`src/rtl/cgra_pkg.sv`:
```
// Shared CGRA types for the kernel launch scheduler.
// Holds the launch-queue entry layout and default sizing.
package cgra_pkg;

    localparam int SCHED_N_COL       = 4;
    localparam int SCHED_N_SLOTS     = 2;
    localparam int SCHED_KER_ID_W    = 4;
    localparam int SCHED_QUEUE_DEPTH = 4;
    localparam int SCHED_SLOT_W      = $clog2(SCHED_N_SLOTS);

    typedef struct packed {
        logic [SCHED_KER_ID_W-1:0] ker_id;
        logic [SCHED_N_COL-1:0]    col_mask;
        logic [SCHED_SLOT_W-1:0]   slot;
    } sched_entry_t;

endpackage

```
`src/rtl/cgra_sched_fifo.sv`:
```
// Circular FIFO of launch entries with flush.
// keep_head_i preserves the head entry across a flush.
module cgra_sched_fifo
    import cgra_pkg::*;
#(
    parameter int DEPTH = SCHED_QUEUE_DEPTH
) (
    input  logic                   clk_i,
    input  logic                   rst_ni,
    input  logic                   push_i,
    input  sched_entry_t           data_i,
    input  logic                   pop_i,
    input  logic                   flush_i,
    input  logic                   keep_head_i,
    output sched_entry_t           data_o,
    output logic                   full_o,
    output logic                   empty_o,
    output logic [$clog2(DEPTH):0] level_o
);

    localparam int PW = $clog2(DEPTH);

    sched_entry_t  mem_q [DEPTH];
    logic [PW-1:0] rd_q, wr_q, rd_n, wr_base, wr_n;
    logic [PW:0]   cnt_q, cnt_base, cnt_n;
    logic          do_push, do_pop, keep;

    assign full_o  = (cnt_q == (PW+1)'(DEPTH));
    assign empty_o = (cnt_q == '0);
    assign level_o = cnt_q;
    assign data_o  = mem_q[rd_q];

    // Next pointers and level; a flush rebases the write side on the read side.
    always_comb begin
        do_pop  = pop_i && !empty_o;
        do_push = push_i && !full_o;
        keep    = keep_head_i && !empty_o && !do_pop;
        rd_n    = rd_q + PW'(do_pop);
        if (flush_i) begin
            cnt_base = (PW+1)'(keep);
            wr_base  = rd_n + PW'(keep);
        end else begin
            cnt_base = cnt_q - (PW+1)'(do_pop);
            wr_base  = wr_q;
        end
        cnt_n = cnt_base + (PW+1)'(do_push);
        wr_n  = wr_base + PW'(do_push);
    end

    // Pointer and level registers.
    always_ff @(posedge clk_i or negedge rst_ni) begin
        if (!rst_ni) begin
            rd_q  <= '0;
            wr_q  <= '0;
            cnt_q <= '0;
        end else begin
            rd_q  <= rd_n;
            wr_q  <= wr_n;
            cnt_q <= cnt_n;
        end
    end

    // Entry storage, written at the rebased write pointer.
    always_ff @(posedge clk_i) begin
        if (do_push) mem_q[wr_base] <= data_i;
    end

endmodule

```
`src/rtl/cgra_kernel_scheduler.sv`:
```
// Queues kernel launches and dispatches them to the CGRA controller.
// Optional head-stall counter enabled by defining CGRA_SCHED_PERF_EN.
module cgra_kernel_scheduler
    import cgra_pkg::*;
#(
    parameter int N_COL       = SCHED_N_COL,
    parameter int N_SLOTS     = SCHED_N_SLOTS,
    parameter int KER_ID_W    = SCHED_KER_ID_W,
    parameter int QUEUE_DEPTH = SCHED_QUEUE_DEPTH
) (
    input  logic                         clk_i,
    input  logic                         rst_ni,
    input  logic                         push_valid_i,
    output logic                         push_ready_o,
    input  logic [KER_ID_W-1:0]          push_ker_id_i,
    input  logic [N_COL-1:0]             push_col_mask_i,
    input  logic [$clog2(N_SLOTS)-1:0]   push_slot_i,
    input  logic                         flush_i,
    output logic [N_COL-1:0]             acc_req_o,
    output logic [KER_ID_W-1:0]          ker_id_req_o,
    input  logic                         acc_ack_i,
    input  logic [N_COL-1:0]             acc_end_i,
    output logic [N_COL-1:0]             col_busy_o,
    output logic [$clog2(QUEUE_DEPTH):0] queue_level_o,
    output logic [N_SLOTS-1:0]           evt_o,
    output logic [31:0]                  stall_cnt_o
);

    localparam int SW = $clog2(N_SLOTS);
    localparam logic [0:0] ST_IDLE = 1'b0;
    localparam logic [0:0] ST_REQ  = 1'b1;

    logic [0:0]          state_q;
    logic [N_COL-1:0]    busy_q, busy_n, req_q;
    logic [KER_ID_W-1:0] ker_q;
    logic [SW-1:0]       slot_q;
    logic [N_COL-1:0]    pend_q [N_SLOTS];
    logic [N_COL-1:0]    pend_n [N_SLOTS];
    logic [N_SLOTS-1:0]  evt_q, evt_n;
    sched_entry_t        push_ent, head;
    logic                full, empty, blocked, idle_head;
    logic                zero_pop, go_req, ack_pop, stall_ev;

    assign push_ent = '{ker_id: push_ker_id_i, col_mask: push_col_mask_i,
                        slot: push_slot_i};

    cgra_sched_fifo #(.DEPTH(QUEUE_DEPTH)) u_fifo (
        .clk_i       (clk_i),
        .rst_ni      (rst_ni),
        .push_i      (push_valid_i),
        .data_i      (push_ent),
        .pop_i       (zero_pop || ack_pop),
        .flush_i     (flush_i),
        .keep_head_i (state_q == ST_REQ),
        .data_o      (head),
        .full_o      (full),
        .empty_o     (empty),
        .level_o     (queue_level_o)
    );

    assign push_ready_o = !full;
    assign acc_req_o    = req_q;
    assign ker_id_req_o = ker_q;
    assign col_busy_o   = busy_q;
    assign evt_o        = evt_q;

    assign idle_head = (state_q == ST_IDLE) && !empty;
    assign blocked   = |(head.col_mask & busy_q) || |pend_q[head.slot];
    assign zero_pop  = idle_head && (head.col_mask == '0) && !flush_i;
    assign go_req    = idle_head && (head.col_mask != '0) && !blocked
                       && !flush_i;
    assign ack_pop   = (state_q == ST_REQ) && acc_ack_i;
    assign stall_ev  = idle_head && (head.col_mask != '0) && blocked;

    // Completion clears land before the dispatch sets of the same cycle.
    always_comb begin
        busy_n = (busy_q & ~acc_end_i) | (ack_pop ? req_q : '0);
        evt_n  = '0;
        for (int s = 0; s < N_SLOTS; s++) begin
            pend_n[s] = pend_q[s] & ~acc_end_i;
            evt_n[s]  = (|pend_q[s] && pend_n[s] == '0)
                        || (zero_pop && head.slot == SW'(s));
            if (ack_pop && slot_q == SW'(s)) pend_n[s] = pend_n[s] | req_q;
        end
    end

    // Dispatch FSM with registered request outputs.
    always_ff @(posedge clk_i or negedge rst_ni) begin
        if (!rst_ni) begin
            state_q <= ST_IDLE;
            req_q   <= '0;
            ker_q   <= '0;
            slot_q  <= '0;
        end else if (go_req) begin
            state_q <= ST_REQ;
            req_q   <= head.col_mask;
            ker_q   <= head.ker_id;
            slot_q  <= head.slot;
        end else if (ack_pop) begin
            state_q <= ST_IDLE;
            req_q   <= '0;
            ker_q   <= '0;
        end
    end

    // Column busy, per-slot pending masks and completion pulses.
    always_ff @(posedge clk_i or negedge rst_ni) begin
        if (!rst_ni) begin
            busy_q <= '0;
            evt_q  <= '0;
            for (int s = 0; s < N_SLOTS; s++) pend_q[s] <= '0;
        end else begin
            busy_q <= busy_n;
            evt_q  <= evt_n;
            for (int s = 0; s < N_SLOTS; s++) pend_q[s] <= pend_n[s];
        end
    end

`ifdef CGRA_SCHED_PERF_EN
    logic [31:0] stall_q;

    // Saturating count of cycles the head waits on busy columns or slot.
    always_ff @(posedge clk_i or negedge rst_ni) begin
        if (!rst_ni) stall_q <= '0;
        else if (stall_ev && stall_q != '1) stall_q <= stall_q + 32'd1;
    end

    assign stall_cnt_o = stall_q;
`else
    logic unused_stall;
    assign unused_stall = stall_ev;
    assign stall_cnt_o  = '0;
`endif

endmodule
```
`config.mk`:
```
export PLATFORM = sky130hd
export DESIGN_NAME = cgra_kernel_scheduler
export DESIGN_NICKNAME = d
export VERILOG_FILES = /design/src/rtl/cgra_pkg.sv /design/src/rtl/cgra_sched_fifo.sv /design/src/rtl/cgra_kernel_scheduler.sv
export SDC_FILE = /design/constraint.sdc
export NUM_CORES = 1
export LEC_CHECK = 0
export CAP_MARGIN = 5
export CORE_MARGIN = 1.5
export CORE_UTILIZATION = 45
export CTS_BUF_LIST = sky130_fd_sc_hd__clkbuf_8
export DETAILED_ROUTE_END_ITERATION = 6
export MAX_ROUTING_LAYER = met4
export PLACE_DENSITY = 0.73
export SLEW_MARGIN = 5
export SYNTH_ARGS = -nofsm -noshare
export SYNTH_HDL_FRONTEND = slang
export SYNTH_SLANG_ARGS = --single-unit
```
`constraint.sdc`:
```
create_clock -name clk_i -period 9.45 [get_ports clk_i]
set_input_delay 1.4175 -clock clk_i [delete_from_list [all_inputs] [get_ports clk_i]]
set_output_delay 1.4175 -clock clk_i [all_outputs]
set_load 0.05 [all_outputs]
```
== Yosys cells after proc, flatten, opt, wreduce, memory -nomap -nowiden ==
Memories as Yosys holds them, arrays and structs flattened.
Cells that the tools add are included.

* Order comparisons: 1
* Multiplexer cells: 15
* Bitwise logic cells: 12
* $add $sub $neg: 5
* Reductions and logical operators: 36
* Equal/unequal tests: 1

{| class="wikitable"
|+ Operators with widths
! cell !! count
|-
| 2-to-1 mux 4 bit || 9
|-
| logical AND 1 bit || 17
|-
| bitwise AND 4 bit || 4
|-
| OR reduction 4 bit || 4
|-
| zero test 4 bit || 3
|-
| OR 4 bit || 3
|-
| adder 2 x 1 -> 2 bit || 3
|-
| zero test 1 bit || 5
|-
| logical OR 1 bit || 4
|-
| 2-to-1 mux 1 bit || 4
|-
| inverter 4 bit || 1
|-
| nonzero test 4 bit || 1
|-
| adder 3 x 1 -> 3 bit || 1
|-
| == test 3 bit, second input constant || 1
|-
| zero test 3 bit || 1
|-
| 2-to-1 mux 3 bit || 1
|-
| inverter 1 bit || 3
|-
| subtractor 3 x 1 -> 3 bit || 1
|-
| greater-or-equal comparator 2 bit, second input constant || 1
|-
| 2-to-1 mux 2 bit || 1
|-
| inverter 1 -> 2 bit || 1
|-
| nonzero test 2 bit || 1
|}

* Register bits after elaboration: 31
* Bits in writable memories: 36
* Memories: 1

{| class="wikitable"
|+ Memories
! memory !! words !! bits a word !! read ports !! clocked after memory_dff !! write ports !! RTL line !! RTL
|-
| u_fifo.mem_q || 4 || 9 || 1 || 0 || 1 || cgra_sched_fifo.sv:23 || <nowiki>sched_entry_t mem_q [DEPTH];</nowiki>
|}

== Logic depth before layout (Yosys ltp) ==
Gate-level depths: netlist of the first run.

* Depth in word-level cells: 12
* Mapped depth: 11
* Mapped depth without buffers: 10

== Cells and area by module ==
Synthesis of the first run repeated with hierarchy kept, for this count alone.

* Cell total of the unflattened synthesis: 230
* Area total of the unflattened synthesis: 3140.5 um^2

{| class="wikitable"
|+ Modules (own cells, without submodules)
! module !! area each (um^2) !! cells each !! times used
|-
| cgra_sched_fifo || 1750.4 || 89 || 1
|-
| cgra_kernel_scheduler || 1390.1 || 141 || 1
|}

== Least setup slack after synthesis of the first run ==
No wires, ideal clock.

* Path kind: input to register
* Start point: input flush_i
* End point: memory u_fifo.mem_q[0][0] (netlist bit), enable pin
* Arrival: 3.822 ns
* Stages: 8
* Library setup time: 0.389 ns
* Setup slack: 5.239 ns
* Buffers on the path: 0
* Cell sequence: or3_1 or2_4 a21oi_1 xor2_1 ha_1 mux2i_1 nand2_1 nor3b_1

* Elaborated cells between the ends (all ways): 9

{| class="wikitable"
|+ RTL lines
! what !! RTL line !! RTL
|-
| start: declaration || cgra_kernel_scheduler.sv:18 || <nowiki>input logic flush_i,</nowiki>
|-
| zero test 1 bit || cgra_kernel_scheduler.sv:69 || <nowiki>assign zero_pop = idle_head && (head.col_mask == '0) && !flush_i;</nowiki>
|-
| logical AND 1 bit || cgra_kernel_scheduler.sv:69 ||
|-
| logical OR 1 bit || cgra_kernel_scheduler.sv:52 || <nowiki>.pop_i (zero_pop || ack_pop),</nowiki>
|-
| logical AND 1 bit || cgra_sched_fifo.sv:35 || <nowiki>do_pop = pop_i && !empty_o;</nowiki>
|-
| adder 2 x 1 -> 2 bit || cgra_sched_fifo.sv:38 || <nowiki>rd_n = rd_q + PW'(do_pop);</nowiki>
|-
| named net u_fifo.rd_n[0] || cgra_sched_fifo.sv:24 || <nowiki>logic [PW-1:0] rd_q, wr_q, rd_n, wr_base, wr_n;</nowiki>
|-
| adder 2 x 1 -> 2 bit || cgra_sched_fifo.sv:41 || <nowiki>wr_base = rd_n + PW'(keep);</nowiki>
|-
| 2-to-1 mux 2 bit || cgra_sched_fifo.sv:39 || <nowiki>if (flush_i) begin</nowiki>
|-
| end: declaration || cgra_sched_fifo.sv:23 ||
|}

The timed path passes the listed nets, and every way through them passes these cells.

== Worst setup path after layout of the first run ==
* Start point: input flush_i
* End point: memory u_fifo.mem_q[2][2] (netlist bit), enable pin

Same word-level chain as after synthesis.

==> impl_results.md, run 1 <==
* Final setup viols at 0
* Area leader, netlist: edfxtp_1
* GRT Residual Overflow at 0
* Fmax achieved at 0.212 GHz
* Port bufs at 35
* Net Switching at 0.434 mW
* Routability cong. at 0.820
* Yosys reg bits at 67
* Hold_buf cts at 0
* Maximum VDD drop at roughly 140 uV
* Cts repair resizes at 0
* Largest net degree at the start of global routing at 32
* Tmin final at 4.72 ns
* Clock H-tree levels at 3
* Post-Place Worst Slack at ~4.1 ns
* Initial antenna violation count at 0
* Worst Path Max Fanout at 9
* First-pass GRT wire length at 8380 um
* TritonCTS clock tree: done
* Detailed-route wire length at 5130 um
* Worst skew pair latency at 0.34 ns
* DR pass1 iterations at 4
* Mapped Area at 3150 um2
* WS Path Type: primary input to flip-flop
* Gate count after technology mapping at 228
* Pin slew with the least headroom to its limit at 0.972 ns
* Site Rows at 30
* DR WL/cell at between 10 and 15 um
* Startpoint Class: primary input
* Clock Skew at between 0.006 and 0.007 ns
* Worst Slack Setup Final at 4.73 ns
* Total clock sinks at 67
* Area of the multi-input gates at 1130 um2
* Switching Share at around two fifths
* Routed vias/inst at 4.77
* EDFF count, synth at 36
* Share of cells above drive strength 1 at 14.5%
* Remaining antenna violation count at 0
* Worst-path clk slew at 0.07 ns
* Worst setup EP type: flip-flop
* Routed vias at 1771
* Sequential fraction of the synthesis area at 58.9%
* Pwr Density at 303 nW/um2
* Synth Area per Inst at around 14 um2
* Tcrit/Tclk final at about half
* RSZ-0062 raised after global routing: no
* Leak at approximately 1.5 nW
* Most frequent cells after synthesis: 36 x edfxtp_1, 32 x buf_4, 31 x dfrtp_1
* YS warnings at 0
* Die Area at 7520 um2
* Top FF cell, synth: edfxtp_1
* Fill count at about 560
* Post-synth cell types at 43
* Sequential power share at 41.5%
* MaxCap Viol Count at 0
* Ys async rst share at between 40% and 50%
* CP arrival at 4.69 ns
* Number of global-route vias before repair at between 1500 and 2000
* Status: finished clean
* GRT met1 Usage at about a fifth
* DRC Markers at 0
* Starting Density at 46.4%
* Hpwl dp at 3800 um
* Int Pwr at 0.675 mW
* Register area at ~1900 um2
* Max-slew violation count at 0
* Ant diodes at 0
* Die Wd at between 80 and 90 um
* Clock buffer depth at 2
* Share of the synthesized area in the top cell type at 34.3%
* Root Driver: clkbuf_8
* Met2 Resource Use GR at 22.2%
* Synth-to-Final Area Change at 16.2%
* Number of buffers created by CTS at 9
* Top post-synthesis cells by area: edfxtp_1 34%, dfrtp_1 25%, buf_4 7.6%
* Hold Violations, Final at 0
* Core Region at ~6800 um2
* Sum Neg Setup Slack at 0 ns
* Clk pwr share at 18.3%
* Total chip power at between 1 and 1.5 mW
* Critical path, cell by cell: clkdlybuf4s50_1 > or3_1 > or2_4 > a21oi_1 > xor2_1 > ha_1 > xor2_1 > or2_2 > mux2_2 > a21oi_1
* Req. time, crit path at around 9.4 ns
* Count leader, synth: edfxtp_1
* Slowest cell delay on critical path at 0.70 ns
* Hold_ws at around 0.50 ns
* Gr busiest metal: met2
* Initial DRC Count at 121
* Hold WC Path Type: flip-flop to flip-flop
* Die Y at 86.7 um
* Nets at 293
* Combinational Power Share at 40.2%
* I/O Pins at between 60 and 70
* Worst slew margin at 34.7%
* Post-CTS Setup Repair Bufs at 0
* GR Layer Usage met3 at 4.00%
* CP max-delay cell: a21oi_1
* Gr usage total at 15.5%
## cell usage in the layout, fill, tap and decap left out, types with 4 or more instances in the layout
cell and count:
edfxtp_1 36, clkdlybuf4s50_1 35, conb_1 32, dfrtp_1 31
nand2_1 21, and2_1 10, mux2_2 10, clkbuf_8 9
inv_1 8, mux4_1 8, o21ai_0 6, nand2b_1 5
nor2_1 5, a21oi_1 5, xor2_1 5, nor2b_1 4
a21o_1 4, ha_1 4
## power by group through the flow
stage | combinational [mW] | sequential [mW] | clock, mW
after detailed placement | 0.446 | 0.467 | 0
after floorplan | 0.279 | 0.526 | 0
after global routing | 0.483 | 0.469 | 0.223
after CTS | 0.448 | 0.462 | 0.208
after global placement | 0.441 | 0.465 | 0
final | 0.446 | 0.460 | 0.203
## state kept, by name, summed over array words and instances (netlist names)
register,flops
evt_o,2
acc_req_o,4
col_busy_o,4
u_fifo.level_o,3
slot_q,1
ker_id_req_o,4
pend_q,8
u_fifo.mem_q,36
state_q,1
u_fifo.wr_q,2
u_fifo.rd_q,2
## final cells by class
class | count | area share (%)
Multi-Input combinational cell | 149 | 30.9
Clock inverter | 6 | 1.16
Inverter | 8 | 0.819
Tap cell | 96 | 3.28
Timing Repair Buffer | 36 | 9.76
Clock buffer | 9 | 3.38
Sequential cell | 67 | 50.7
## through the flow
step	std cells	util (%)	instance area, um2
after floorplan	259	-	3270
after global placement	356	51.3	3490
after detailed placement	356	51.3	3490
after CTS	371	53.8	3650
after global routing	371	53.9	3660
final	371	53.9	3660
## worst max-delay path, delay by kind of cell
| kind | cells | cell delay, ns |
|---|---|---|
| AND/OR/NAND/NOR | 3 | 1.05 |
| buffers and inverters | 1 | 0.53 |
| adder cells (fa/ha/maj) | 1 | 0.23 |
| XOR/XNOR | 2 | 0.26 |
| AO/OA/AOI/OAI | 2 | 0.89 |
| multiplexers | 1 | 0.30 |
## path summary, 6_finish.rpt
| kind | endpoint | slack [ns] | from | depth (start not counted) |
|---|---|---|---|---|
| max in group asynchronous | evt_o[0] | 7.70 | rst_ni | 2 |
| worst max-delay path | u_fifo.mem_q[2][2] | 4.73 | flush_i | 10 |
| worst max register to register | u_fifo.mem_q[2][2] | 4.86 | u_fifo.rd_q[0] | 10 |
| worst min-delay path | pend_q[7] | 0.50 | pend_q[7] | 2 |
| worst min register to register | pend_q[7] | 0.50 | pend_q[7] | 2 |
| min in group asynchronous | u_fifo.rd_q[1] | 1.46 | rst_ni | 2 |
## per-layer routing
layer / part of all wire (%) / vias to the layer above / wire length [um]
li1: - / 847 / -
met1: 49 / 851 / 2500
met2: 45 / 66 / 2320
met3: 4.5 / 7 / 232
met4: 1.5 / 0 / 76
met5: 0 / - / 0
## logic make-up (layout without fill, tap and decap cells)
kind of cell	after synthesis	count (layout)	synth area share [%]
buf+inv	43	59	9.17
xor+xnor	6	6	1.67
fa+ha+maj	4	4	1.59
simple gates	64	64	11.5
other cells	1	32	0.119
compound gates	22	22	5.52
mux	21	21	11.6
flops	67	67	58.9
No activity file was read; power rests on OpenSTA's default activity.
==> run 2: changes to the inputs <==
Clock period 9.45 ns to 4.52 ns, I/O delays scaled along.
==> run 2 against run 1 <==
Effect of this change:
- total power up 120%
- combinational power rose by 120%
- sequential power is 110% higher
- sequential cell count stayed put
- worst setup slack got worse by 4.3 ns
- clock power rose to 2.5 times the previous value
- non-clock buffer count grew 6
- critical endpoint is now u_fifo.mem_q[3][0]
- global-route usage is 0.76 points higher
- die area stayed put
- clock skew rose by 0.0039 ns
- sequential share of layout area down 1.0 points
- critical path depth grew 1
==> impl_results.md, run 2 (synthesis gave the netlist of run 1 again) <==
* Pin slew with the least headroom to its limit at 0.496 ns (-0.476 ns)
* Hold WC Path Type: flip-flop to flip-flop
* Nets at 299 (+2.0%)
* Site Rows at 30 (unchanged)
* Hold_buf cts at 0 (unchanged)
* Critical path, cell by cell: mux4_1 > or4_4 > or2_4 > a21oi_1 > xor2_1 > ha_1 > xor2_1 > or2_2 > mux2_2 > a21oi_1 > buf_4
* Hold Violations, Final at 0 (unchanged)
* MaxCap Viol Count at 0 (unchanged)
* Post-route cell area at 3740 um2 (+2.0%)
* Worst skew pair latency at 0.35 ns (about the same)
* Buf/Inv on CP at 1 (unchanged)
* Tcrit/Tclk final at 91.0%
* CP arrival at 4.17 ns (-0.52 ns)
* Clock Skew at 0.0108 ns (+0.00389 ns)
* Worst path top cell family by delay: simple AND/OR/NAND/NOR gates
* Hold_ws at 0.504 ns (-0.000640 ns)
* Startpoint Class: flip-flop
* Placed Area at 3530 um2 (+1.3%)
* Slowest cell delay on critical path at 0.69 ns (about the same)
* Starting Density at 46.4% (unchanged)
* Clock buffer depth at 2 (unchanged)
* Hpwl dp at 3900 um (+2.6%)
* Final setup viols at 0 (unchanged)
* Port bufs at 35 (unchanged)
* Tmin final at a little over 4 ns
* Leak at 1.57 nW (+2.8%)
* Req. time, crit path at 4.57 ns (-4.85 ns)
* Sequential power share at 38.9% (-2.6 points)
* Synth-to-Final Area Change at 18.6%
* Final std cells w/o fill at 378 (+1.9%)
* Placed insts at 362 (+1.7%)
* Largest regs: u_fifo.mem_q x36, pend_q x8
* Worst Slack Setup Final at 0.407 ns (-4.32 ns)
* Largest register FFs at 36 (unchanged)
* Area of the multi-input gates at 1120 um2 (-0.88%)
* Fmax achieved at 0.243 GHz
* Initial antenna violation count at 0 (unchanged)
* Ant diodes at 0 (unchanged)
* Status: finished clean
* Most common cell after layout, fill and taps aside: edfxtp_1
* First-pass GRT wire length at 8780 um (+4.8%)
* Combinational Power Share at 40.1% (about the same)
* Clk pwr share at 20.9% (+2.6 points)
* Die Wd at 86.7 um (unchanged)
* Post-Place Worst Slack at 0.403 ns (-3.71 ns)
* Cts repair resizes at 0 (unchanged)
* DR pass1 iterations at 4 (unchanged)
* Share of cells above drive strength 1 at 16.0% (+1.4 points)
* Pwr Density at 656 nW/um2 (+120%)
* Die Y at 86.7 um (unchanged)
* Clock H-tree levels at 3 (unchanged)
* Worst-path clk slew at 0.08 ns (about the same)
* Detailed-route wire length at 5400 um (+5.4%)
* GRT Residual Overflow at 0 (unchanged)
* DRC Markers at 0 (unchanged)
* Most frequent cells in the layout: 36 x edfxtp_1, 35 x clkdlybuf4s50_1, 32 x conb_1, 31 x dfrtp_1, 21 x nand2_1
* Number of buffers created by CTS at 9 (unchanged)
* Post-CTS Setup Repair Bufs at 0 (unchanged)
* Die Area at 7520 um2 (unchanged)
* Worst slew margin at 66.8% (+32 points)
* Switching Share at 38.7% (-0.41 points)
* Worst setup EP type: flip-flop
* Int Pwr at 1.50 mW (+120%)
* Fill count at 551 (-0.90%)
* Remaining antenna violation count at 0 (unchanged)
* Number of global-route vias before repair at 1866 (+10%)
* Initial DRC Count at 99 (-18%)
* Routed vias at 1837 (+3.7%)
* Root Driver: clkbuf_8
* Routability cong. at 0.831 (+1.3%)
* Reg with most FFs: u_fifo.mem_q
* Sum Neg Setup Slack at 0 ns (unchanged)
* RSZ-0062 raised after global routing: no
* Max-slew violation count at 0 (unchanged)
* Net Switching at 0.950 mW (+120%)
* TritonCTS clock tree: done
* CP max-delay cell: mux4_1
* Maximum VDD drop at 261 uV (+87%)
* WS Path Type: flip-flop to flip-flop
* Total clock sinks at 67 (unchanged)
* Largest net degree at the start of global routing at 32 (unchanged)
* Routed vias/inst at 4.86 (+1.8%)
* Core Region at 6790 um2 (unchanged)
* Register area at 1860 um2 (unchanged)
* Worst Path Max Fanout at 9 (unchanged)
* I/O Pins at 68 (unchanged)
* DR WL/cell at 14.3 um (+3.4%)
* Gr usage total at 16.3% (+0.76 points)
-- run 2: cell count changes in the layout (fill, tap and decap cells not counted) --
cell,before,now
buf_4,1,7
clkinv_2,2,0
nor3b_1,0,2
nor3b_2,2,0
bufinv_16,0,1
inv_6,1,2
inv_8,0,1
-- run 2: worst paths after layout --
check | startpoint | to | slack [ns] | cells past startpoint
max | u_fifo.rd_q[0] | u_fifo.mem_q[3][0] | 0.41 | 11
min | pend_q[5] | pend_q[5] | 0.50 | 2
max reg2reg | u_fifo.rd_q[0] | u_fifo.mem_q[3][0] | 0.41 | 11
min reg2reg | pend_q[5] | pend_q[5] | 0.50 | 2
max in group asynchronous | rst_ni | acc_req_o[1] | 3.51 | 2
min in group asynchronous | rst_ni | u_fifo.wr_q[0] | 0.72 | 2
-- run 2: layer usage --
layer / track usage, % / routed length [um] / part of all wire [%]
met1: 18.8 / 2240 / 42
met2: 26.6 / 2730 / 51
met3: 3.71 / 296 / 5.5
met4: 8.80 / 127 / 2.4
met5: - / 0 / 0
-- run 2: area by class of cell --
type | count | area share [%]
Sequential cell | 67 | 49.6
Multi-Input combinational cell | 149 | 30.0
Timing Repair Buffer | 42 | 10.8
Clock buffer | 9 | 3.31
Tap cell | 96 | 3.21
Clock inverter | 7 | 2.21
Inverter | 8 | 0.803
-- run 2: power by group through the flow --
stage	combinational [mW]	sequential, mW	clock [mW]
3_3_place_gp	0.975	0.963	0
4_1_cts	0.992	0.960	0.520
6_report	0.985	0.955	0.513
3_5_place_dp	0.989	0.970	0
5_1_grt	1.06	0.977	0.546
2_1_floorplan	0.584	1.10	0
-- run 2: per-stage QoR --
| step | util, % | total power, mW |
|---|---|---|
| 2_1_floorplan | - | 1.68 |
| 3_3_place_gp | 52.0 | 1.94 |
| 3_5_place_dp | 52.0 | 1.96 |
| 4_1_cts | 55.0 | 2.47 |
| 5_1_grt | 55.0 | 2.58 |
| 6_report | 55.0 | 2.45 |
-- run 2: tightest hold or removal path: stages (launching register included) --
cell	delay [ns]
dfrtp_1	0.35
nand2b_1	0.07
nand2_1	0.05
